==> config.mk <==
export PLATFORM = sky130hd
export DESIGN_NAME = clk_div_gen
export DESIGN_NICKNAME = d
export VERILOG_FILES = /design/src/rtl/clk_div_pkg.sv /design/src/rtl/clk_div_ch.sv /design/src/rtl/clk_div_gen.sv
export SDC_FILE = /design/constraint.sdc
export NUM_CORES = 1
export LEC_CHECK = 0
export ABC_AREA = 1
export CAP_MARGIN = 40
export CORE_MARGIN = 2
export CORE_UTILIZATION = 60
export CTS_CLUSTER_SIZE = 40
export DETAILED_ROUTE_END_ITERATION = 10
export PLACE_DENSITY = 0.8
export SLEW_MARGIN = 20
export SYNTH_ARGS = -nofsm -noshare
export SYNTH_HDL_FRONTEND = slang
export SYNTH_SLANG_ARGS = --single-unit
==> constraint.sdc <==
create_clock -name sys_clk -period 6.5 [get_ports sys_clk]
set_input_delay 1.3 -clock sys_clk [delete_from_list [all_inputs] [get_ports sys_clk]]
set_output_delay 1.3 -clock sys_clk [all_outputs]
set_load 0.02 [all_outputs]
==> src/rtl/clk_div_pkg.sv <==
// Shared types and helpers for the clk_div_gen fabric clock generator:
// sequencing states, per-channel reset defaults and request validation.
package clk_div_pkg;

  typedef enum logic [1:0] {
    ALIGN   = 2'd0,
    LOCKING = 2'd1,
    LOCKED  = 2'd2
  } state_t;

  typedef struct packed {
    logic [31:0] div;
    logic [31:0] high;
    logic [31:0] phase;
  } ch_cfg_t;

  // Channel idx powers up at sys_clk/(2<<idx), 50% duty, no phase offset.
  function automatic ch_cfg_t default_cfg(input int unsigned idx);
    default_cfg.div   = 32'd2 << idx;
    default_cfg.high  = 32'd1 << idx;
    default_cfg.phase = 32'd0;
  endfunction

  function automatic logic cfg_is_valid(input logic [31:0] ch,
                                        input logic [31:0] num_ch,
                                        input logic [31:0] div,
                                        input logic [31:0] high,
                                        input logic [31:0] phase);
    return (ch < num_ch) && (div >= 32'd2) && (high >= 32'd1) &&
           (high <= div - 32'd1) && (phase <= div - 32'd1);
  endfunction

endpackage

==> src/rtl/clk_div_ch.sv <==
// One divided-clock channel: holds its divide/high/phase, runs the period
// counter and produces registered clk_out and its rising-edge strobe.
module clk_div_ch #(
  parameter int          CNT_W  = 16,
  parameter int unsigned CH_IDX = 0
) (
  input  logic             sys_clk,
  input  logic             sys_rst_n,
  input  logic             realign,
  input  logic             load,
  input  logic             wr_en,
  input  logic [CNT_W-1:0] wr_div,
  input  logic [CNT_W-1:0] wr_high,
  input  logic [CNT_W-1:0] wr_phase,
  output logic             clk_out,
  output logic             rise_stb
);
  import clk_div_pkg::*;

  localparam ch_cfg_t          DEF_CFG   = default_cfg(CH_IDX);
  localparam logic [CNT_W-1:0] DEF_DIV   = DEF_CFG.div[CNT_W-1:0];
  localparam logic [CNT_W-1:0] DEF_HIGH  = DEF_CFG.high[CNT_W-1:0];
  localparam logic [CNT_W-1:0] DEF_PHASE = DEF_CFG.phase[CNT_W-1:0];

  logic [CNT_W-1:0] div_q, high_q, phase_q;
  logic [CNT_W-1:0] cnt_p0;
  logic             clk_p0, rise_p0;
  logic [CNT_W-1:0] preload, cnt_inc;

  // Starting the count at div-phase puts the first wrap to 0 (rising edge)
  // exactly phase cycles after the alignment edge.
  assign preload = (phase_q == '0) ? '0 : div_q - phase_q;
  assign cnt_inc = (cnt_p0 == div_q - CNT_W'(1)) ? '0 : cnt_p0 + CNT_W'(1);

  // Stage p0: counter, level and strobe all registered together
  always_ff @(posedge sys_clk) begin
    if (!sys_rst_n) begin
      div_q   <= DEF_DIV;
      high_q  <= DEF_HIGH;
      phase_q <= DEF_PHASE;
      cnt_p0  <= '0;
      clk_p0  <= 1'b0;
      rise_p0 <= 1'b0;
    end else if (realign) begin
      if (wr_en) begin
        div_q   <= wr_div;
        high_q  <= wr_high;
        phase_q <= wr_phase;
      end
      cnt_p0  <= '0;
      clk_p0  <= 1'b0;
      rise_p0 <= 1'b0;
    end else if (load) begin
      cnt_p0  <= preload;
      clk_p0  <= (preload < high_q);
      rise_p0 <= (preload < high_q);
    end else begin
      cnt_p0  <= cnt_inc;
      clk_p0  <= (cnt_inc < high_q);
      rise_p0 <= (cnt_inc < high_q) & ~clk_p0;
    end
  end

  assign clk_out  = clk_p0;
  assign rise_stb = rise_p0;

endmodule

==> src/rtl/clk_div_gen.sv <==
// Multi-channel fabric clock generator: ALIGN/LOCKING/LOCKED sequencing,
// lock counter and the config handshake around NUM_CH divider channels.
module clk_div_gen #(
  parameter int NUM_CH      = 4,
  parameter int CNT_W       = 16,
  parameter int LOCK_CYCLES = 16
) (
  input  logic              sys_clk,
  input  logic              sys_rst_n,
  input  logic              cfg_valid,
  output logic              cfg_ready,
  input  logic [3:0]        cfg_ch,
  input  logic [CNT_W-1:0]  cfg_div,
  input  logic [CNT_W-1:0]  cfg_high,
  input  logic [CNT_W-1:0]  cfg_phase,
  output logic              cfg_err,
  output logic [NUM_CH-1:0] clk_out,
  output logic [NUM_CH-1:0] rise_stb,
  output logic              locked
);
  import clk_div_pkg::*;

  localparam int             LCK_W     = $clog2(LOCK_CYCLES + 1);
  localparam logic [LCK_W-1:0] LCK_LAST = LCK_W'(LOCK_CYCLES - 1);

  state_t           state_q, state_nxt;
  logic [LCK_W-1:0] lock_cnt_q;
  logic             cfg_err_q;
  logic             xfer, cfg_ok, accept;

  assign xfer   = cfg_valid & cfg_ready;
  assign cfg_ok = cfg_is_valid(32'(cfg_ch), 32'(NUM_CH), 32'(cfg_div),
                               32'(cfg_high), 32'(cfg_phase));
  assign accept = xfer & cfg_ok;

  always_comb begin
    state_nxt = state_q;
    case (state_q)
      ALIGN:   state_nxt = LOCKING;
      LOCKING: if (lock_cnt_q == LCK_LAST) state_nxt = LOCKED;
      LOCKED:  if (accept) state_nxt = ALIGN;
      default: state_nxt = ALIGN;
    endcase
  end

  always_ff @(posedge sys_clk) begin
    if (!sys_rst_n) begin
      state_q    <= ALIGN;
      lock_cnt_q <= '0;
      cfg_err_q  <= 1'b0;
    end else begin
      state_q    <= state_nxt;
      lock_cnt_q <= (state_q == LOCKING) ? lock_cnt_q + LCK_W'(1) : '0;
      cfg_err_q  <= xfer & ~cfg_ok;
    end
  end

  assign cfg_ready = (state_q == LOCKED);
  assign locked    = (state_q == LOCKED);
  assign cfg_err   = cfg_err_q;

  // Every channel re-aligns on any accepted write so relative phases hold.
  for (genvar i = 0; i < NUM_CH; i++) begin : g_ch
    clk_div_ch #(
      .CNT_W  (CNT_W),
      .CH_IDX (i)
    ) u_ch (
      .sys_clk   (sys_clk),
      .sys_rst_n (sys_rst_n),
      .realign   (accept),
      .load      (state_q == ALIGN),
      .wr_en     (accept && (cfg_ch == 4'(i))),
      .wr_div    (cfg_div),
      .wr_high   (cfg_high),
      .wr_phase  (cfg_phase),
      .clk_out   (clk_out[i]),
      .rise_stb  (rise_stb[i])
    );
  end

endmodule
# Word-level counts from Yosys, hierarchy flattened

Index checks and enable logic that the tools add are counted.

Bits in registers: 272
Input bits: 55
Logic and storage cells: 123

Add/sub/neg operators: 14
Magnitude comparators: 13
Eq/ne operators: 12
Multiplexer cells: 23
Bitwise operators: 13
Reduce and logical (&&, ||, !) cells: 21

Operator list:

| operator                                                   | count |
|---|---|
| 2-to-1 mux 16 bit                                          | 12 |
| less-than comparator 16 bit                                | 8 |
| adder 16 x 1 -> 16 bit, second input constant              | 4 |
| equality test 16 bit                                       | 4 |
| <= comparator 16 x 32 -> 1 bit                             | 2 |
| logical NOT 16 bit                                         | 4 |
| subtractor 16 x 1 -> 16 bit, second input constant         | 4 |
| subtractor 16 bit                                          | 4 |
| subtractor 16 x 1 -> 17 bit, second input constant         | 1 |
| >= comparator 16 x 1 -> 1 bit, second input constant       | 1 |
| >= comparator 16 x 2 -> 1 bit, second input constant       | 1 |
| AND reduction 2 bit                                        | 6 |
| equality test 4 x 2 -> 1 bit, second input constant        | 2 |
| logical AND 1 bit                                          | 8 |
| 2-to-1 mux 1 bit                                           | 8 |
| AND 1 bit                                                  | 7 |
| inverter 1 bit                                             | 6 |
| one-hot mux 2 bit (3 select lines)                         | 1 |
| adder 5 x 1 -> 5 bit, second input constant                | 1 |
| equality test 5 x 4 -> 1 bit, second input constant        | 1 |
| equality test 4 x 1 -> 1 bit, second input constant        | 1 |
| logical NOT 4 bit                                          | 1 |
| less-than comparator 4 x 3 -> 1 bit, second input constant | 1 |
| 2-to-1 mux 2 bit                                           | 2 |
| other kinds (6)                                            | 6 |

# Depth between registers and ports, before layout

Depth in word-level cells: 8
Mapped depth: 27

# Modules after synthesis

Synthesis repeated with hierarchy kept, for this count alone.

Cell total of the unflattened synthesis: 3042
Area, all modules: 20379.5 um^2

Modules (own cells, without submodules):

| module                         | times used | cells each | area each (um^2) | seq. area each (um^2) |
|---|---|---|---|---|
| clk_div_ch at g_ch[0].u_ch ... | 2          | 703        | 4687.0           | 1321.3 |
| clk_div_ch at g_ch[1].u_ch     | 1          | 704        | 4734.5           | 1321.3 |
| clk_div_ch at g_ch[2].u_ch     | 1          | 703        | 4723.3           | 1321.3 |
| clk_div_gen                    | 1          | 229        | 1547.7           | 160.2 |

# Worst setup path after synthesis

OpenSTA, ideal clock, no wires.

Path type: input to register
From: input cfg_div[4]
To: register g_ch[3].u_ch.phase_q[12]
Setup time: 0.128 ns
Data arrival time: 4.073 ns
Required time: 6.372 ns
Slack: 2.299 ns
Stages on the path: 24
Buffers on the path: 3
Cells stage by stage: buf_2 > nor2_1 > nand3_1 > nor2_1 > nand2_1 > nor2_1 > nand2_1 > nor2_1 > nand3_1 > xor2_1 > ha_1 > nand2_1 > nor2_1 > nand4_1 > o22ai_1 > o21bai_1 > and3_1 > nand2_2 > inv_4 > nand2_1 > buf_4 > buf_4 > o21ai_0 > a21oi_1

Cells in the longest elaborated chain, start to end: 8
Elaborated cells between the ends (all ways): 11

Ends and longest elaborated chain:

| what                                                                                   | RTL line          | source |
|---|---|---|
| start: declaration                                                                     | clk_div_gen.sv:13 | `input logic [CNT_W-1:0] cfg_div,` |
| parallel branches: the longest is 4 deep, another holds <= comparator 16 x 32 -> 1 bit | --                |  |
| logical AND 1 bit *                                                                    | clk_div_pkg.sv:30 | `(high <= div - 32'd1) && (phase <= div - 32'd1);` |
| AND 1 bit *                                                                            | clk_div_gen.sv:34 | `assign accept = xfer & cfg_ok;` |
| logical AND 1 bit                                                                      | clk_div_gen.sv:72 | `.wr_en (accept && (cfg_ch == 4'(i))),` |
| AND reduction 2 bit (no source line) *                                                 | --                |  |
| end signal: assignment                                                                 | clk_div_ch.sv:48  | `phase_q <= wr_phase;` |
| end: declaration                                                                       | clk_div_ch.sv:25  | `logic [CNT_W-1:0] div_q, high_q, phase_q;` |

Every way passes the cells marked *.
A chain may end at the register's enable or synchronous reset.

# Worst setup path in the final report

From: input cfg_div[0]
To: register g_ch[2].u_ch.div_q[6]

Cells in the longest elaborated chain, start to end: 8
Elaborated cells between the ends (all ways): 11

Ends and longest elaborated chain:

| what                                                                                   | RTL line          | source |
|---|---|---|
| parallel branches: the longest is 4 deep, another holds <= comparator 16 x 32 -> 1 bit | --                |  |
| logical AND 1 bit *                                                                    | clk_div_pkg.sv:30 |  |
| AND 1 bit *                                                                            | clk_div_gen.sv:34 |  |
| logical AND 1 bit                                                                      | clk_div_gen.sv:72 |  |
| AND reduction 2 bit (no source line) *                                                 | --                |  |
| end signal: assignment                                                                 | clk_div_ch.sv:46  | `div_q <= wr_div;` |
| end: declaration                                                                       | clk_div_ch.sv:25  |  |

Marks and branches as above.

==> impl_metrics.sql <==
INSERT INTO impl_metrics (metric_group, metric, value, unit) VALUES
('yosys', 'yosys.area_share.adder', '14.3', '%'),
('cts', 'post-cts-setup-buffers', '0', ''),
('power_and_ir_drop', 'power.static_leakage', '9.92', 'nW'),
('timing', 'clock.fmax', '191', 'MHz'),
('timing', 'hold_slack', '0.448', 'ns'),
('place', 'io_buffer_count', '65', ''),
('worst_setup_path', 'critical_path_required', '7.00', 'ns'),
('floorplan', 'ioPinCount', '66', ''),
('layout', 'stdcell_count', '3532', ''),
('yosys', 'synthMuxAreaShare', '0', '%'),
('yosys', 'distinct_cell_type_count_of_the_synthesized_netlist', '47', ''),
('global_routing', 'groute.usage.overall', '35.9', '%'),
('timing', 'maxSlewViolCount', '0', ''),
('timing', 'min_period_over_period', '80.7', '%'),
('yosys', 'proportion_of_synthesized_flip_flops_having_asynchronous_set_or_reset', '0', '%'),
('worst_setup_path', 'worst_setup_path_start_kind', 'input port', ''),
('cts', 'clock_tree.root_cell', 'sky130_fd_sc_hd__clkbuf_16', ''),
('layout', 'drive_gt1_share', '4.02', '%'),
('route', 'drt-vias-per-instance', '5.77', ''),
('timing', 'rsz0062_at_grt', 'no', ''),
('route', 'detailedRoute.firstPassIterationCount', '6', ''),
('yosys', 'synth_ff_type', 'sky130_fd_sc_hd__dfxtp_1', ''),
('yosys', 'synth_cells', '3039', ''),
('job', 'cap_viol_max_count', '0', ''),
('worst_setup_path', 'arrival', '5.74', 'ns'),
('power_and_ir_drop', 'power-per-cell-area', '172', 'mW/mm2'),
('power_and_ir_drop', 'post-layout-total-power', '3.80', 'mW'),
('route', 'top_layer_used', 'met4', ''),
('floorplan', 'die_height', '188', 'um'),
('yosys', 'netlist_area', '0.0202', 'mm2'),
('layout', 'area_growth', '9.76', '%'),
('layout', 'antenna-diode-count', '0', ''),
('cts', 'post_cts.resized_instances', '0', ''),
('power_and_ir_drop', 'irDropWorstVdd', '0.000211', 'V'),
('layout', 'fin_nets', '3346', ''),
('floorplan', 'placeableCoreArea', '0.0334', 'mm2'),
('status', 'status', 'finished clean', ''),
('yosys', 'library_cell_occupying_the_most_area_in_the_post_synthesis_netlist', 'sky130_fd_sc_hd__dfxtp_1', ''),
('global_routing', 'antenna_found_initial', '0', ''),
('yosys', 'synth_warnings', '0', ''),
('yosys', 'synth-simple-area-share', '25.9', '%'),
('global_routing', 'grt_overflow_total', '0', ''),
('yosys', 'syn-num-nets', '3322', ''),
('global_routing', 'grt_pass1_wl', '101000', 'um'),
('layout', 'most-common-layout-cells', '693 x sky130_fd_sc_hd__nand2_1, 400 x sky130_fd_sc_hd__a21oi_1, 390 x sky130_fd_sc_hd__inv_1, 272 x sky130_fd_sc_hd__dfxtp_1, 267 x sky130_fd_sc_hd__nor2_1', ''),
('timing', 'setup_violations', '0', ''),
('yosys', 'number_of_flip_flops_and_latches_in_the_synthesized_netlist', '272', ''),
('global_routing', 'pin_count_of_the_biggest_net_entering_global_routing', '72', ''),
('place', 'gp_congestion', '0.972', ''),
('floorplan', 'die-width', '188', 'um'),
('place', 'hpwlAfterDp', '48000', 'um'),
('worst_setup_path', 'critical_path_peak_fanout', '28', ''),
('yosys', 'synth_area_per_cell', '6.65', 'um2'),
('global_routing', 'first_global_vias', '19300', ''),
('cts', 'cts_buffers', '31', ''),
('route', 'routed_wl', '64100', 'um'),
('yosys', 'synth_area_leaders', 'sky130_fd_sc_hd__dfxtp_1 27%, sky130_fd_sc_hd__ha_1 14%, sky130_fd_sc_hd__nand2_1 13%', ''),
('layout', 'finish.utilization', '66.5', '%'),
('timing', 'tightestPinTransition', '0.805', 'ns'),
('timing', 'final.setup_skew', '0.0166', 'ns'),
('cts', 'clock_slew_at_the_register_clock_pins_of_the_worst_setup_and_hold_paths', '0.06', 'ns'),
('timing', 'max-slew-margin-rel', '46.2', '%'),
('worst_setup_path', 'path_class', 'input port to flip-flop', ''),
('place', 'placed_cells', '3478', ''),
('yosys', 'yosys.area_share.xor_xnor', '4.72', '%'),
('route', 'total_number_of_vias', '20400', ''),
('yosys', 'synth_top_family_by_area', 'simple AND/OR/NAND/NOR gates', ''),
('floorplan', 'initial_core_util', '60.6', '%'),
('yosys', 'synth_compound_gate_area_share', '18.2', '%'),
('cts', 'tritoncts', 'built', ''),
('worst_setup_path', 'crit_chain', 'clkdlybuf4s50_1 > inv_1 > nand3_1 > nor2_1 > nand2_1 > nor2_1 > nand2_1 > nor2_1 > nand3_1 > xor2_1 > ha_1 > nand2_1 > nor2_1 > nand4_1 > o22ai_1 > o21bai_1 > and3_1 > nand2_2 > inv_4 > nand4_4 > inv_2 > buf_4 > nand2_1 > a21oi_1', '');
-- critical path: cells and delay by family --
family	cells	cell delay, ns
simple gates	14	2.11
fa+ha+maj	1	0.33
buf+inv	5	1.34
xor+xnor	1	0.18
compound gates	3	0.46
-- kinds of logic after synthesis --
logic type | after synthesis
AND/OR/NAND/NOR | 1230
AO/OA/AOI/OAI | 696
flip-flops | 272
XOR/XNOR | 109
buffers and inverters | 504
adder cells (fa/ha/maj) | 228
-- stage by stage --
step / setup slack (ns) / cell area [um2]
after floorplan: 2.30 / 20200
after global placement: 0.946 / 21100
after detailed placement: 0.830 / 21200
after CTS: 1.41 / 22200
after global routing: 0.935 / 22200
final: 1.26 / 22200
-- cell type report --
type	instances	area [um2]
sequential	272	5450
clock inverter	13	158
clock buffer	41	853
multi-input combinational	2263	12800
fill	3037	11200
tap	448	561
timing repair buffer	95	896
inverter	400	1500
-- cell usage after synthesis, types with 4 or more instances --
| library cell | instances |
|---|---|
| sky130_fd_sc_hd__nand2_1 | 695 |
| sky130_fd_sc_hd__a21oi_1 | 400 |
| sky130_fd_sc_hd__inv_1 | 391 |
| sky130_fd_sc_hd__dfxtp_1 | 272 |
| sky130_fd_sc_hd__nor2_1 | 268 |
| sky130_fd_sc_hd__ha_1 | 224 |
| sky130_fd_sc_hd__o21ai_0 | 213 |
| sky130_fd_sc_hd__nand3_1 | 105 |
| sky130_fd_sc_hd__xor2_1 | 60 |
| sky130_fd_sc_hd__clkbuf_1 | 55 |
| sky130_fd_sc_hd__xnor2_1 | 49 |
| sky130_fd_sc_hd__nand4_1 | 43 |
| sky130_fd_sc_hd__nor3_1 | 36 |
| sky130_fd_sc_hd__nand3b_1 | 24 |
| sky130_fd_sc_hd__buf_2 | 22 |
| sky130_fd_sc_hd__a211oi_1 | 19 |
| sky130_fd_sc_hd__buf_4 | 16 |
| sky130_fd_sc_hd__o21a_1 | 14 |
| sky130_fd_sc_hd__nor3b_1 | 10 |
| sky130_fd_sc_hd__o211ai_1 | 10 |
| sky130_fd_sc_hd__nor2_2 | 9 |
| sky130_fd_sc_hd__inv_2 | 8 |
| sky130_fd_sc_hd__o21bai_1 | 8 |
| sky130_fd_sc_hd__and2_1 | 7 |
| sky130_fd_sc_hd__buf_1 | 7 |
| sky130_fd_sc_hd__nor4_1 | 7 |
| sky130_fd_sc_hd__o21ai_1 | 7 |
| sky130_fd_sc_hd__or2_2 | 7 |
| sky130_fd_sc_hd__a21o_1 | 6 |
| sky130_fd_sc_hd__nor3_2 | 6 |
| sky130_fd_sc_hd__o2111ai_1 | 5 |
| sky130_fd_sc_hd__buf_6 | 4 |
| sky130_fd_sc_hd__fa_1 | 4 |
| sky130_fd_sc_hd__o311ai_0 | 4 |
-- flip-flops by register name, indices dropped and copies added (netlist names) --
signal	flops
state_q	2
g_ch.u_ch.high_q	64
cfg_err	1
g_ch.u_ch.rise_stb	4
g_ch.u_ch.clk_out	4
g_ch.u_ch.cnt_p0	64
g_ch.u_ch.phase_q	64
lock_cnt_q	5
g_ch.u_ch.div_q	64
-- report_power, final --
group          switching [mW]  leakage (nW)  total (mW)  internal, mW
Clock                   0.745         0.491        1.78          1.04
Sequential            0.00961          2.20        1.69          1.68
Combinational           0.225          7.23       0.334         0.109
-- final timing paths --
path	slack, ns	cells after the start	to	start
max	1.26	24	g_ch[2].u_ch.div_q[6]	cfg_div[0]
min	0.45	1	lock_cnt_q[0]	lock_cnt_q[0]
max reg2reg	2.25	27	g_ch[1].u_ch.clk_out	g_ch[1].u_ch.div_q[0]
min reg2reg	0.45	1	lock_cnt_q[0]	lock_cnt_q[0]
-- routing by layer --
| layer | up-vias | track usage [%] |
|---|---|---|
| li1 | 10000 | - |
| met1 | 9342 | 45.2 |
| met2 | 820 | 59.9 |
| met3 | 187 | 7.04 |
| met4 | 0 | 15.5 |
| met5 | - | 0 |
No activity file was read; power rests on OpenSTA's default activity.
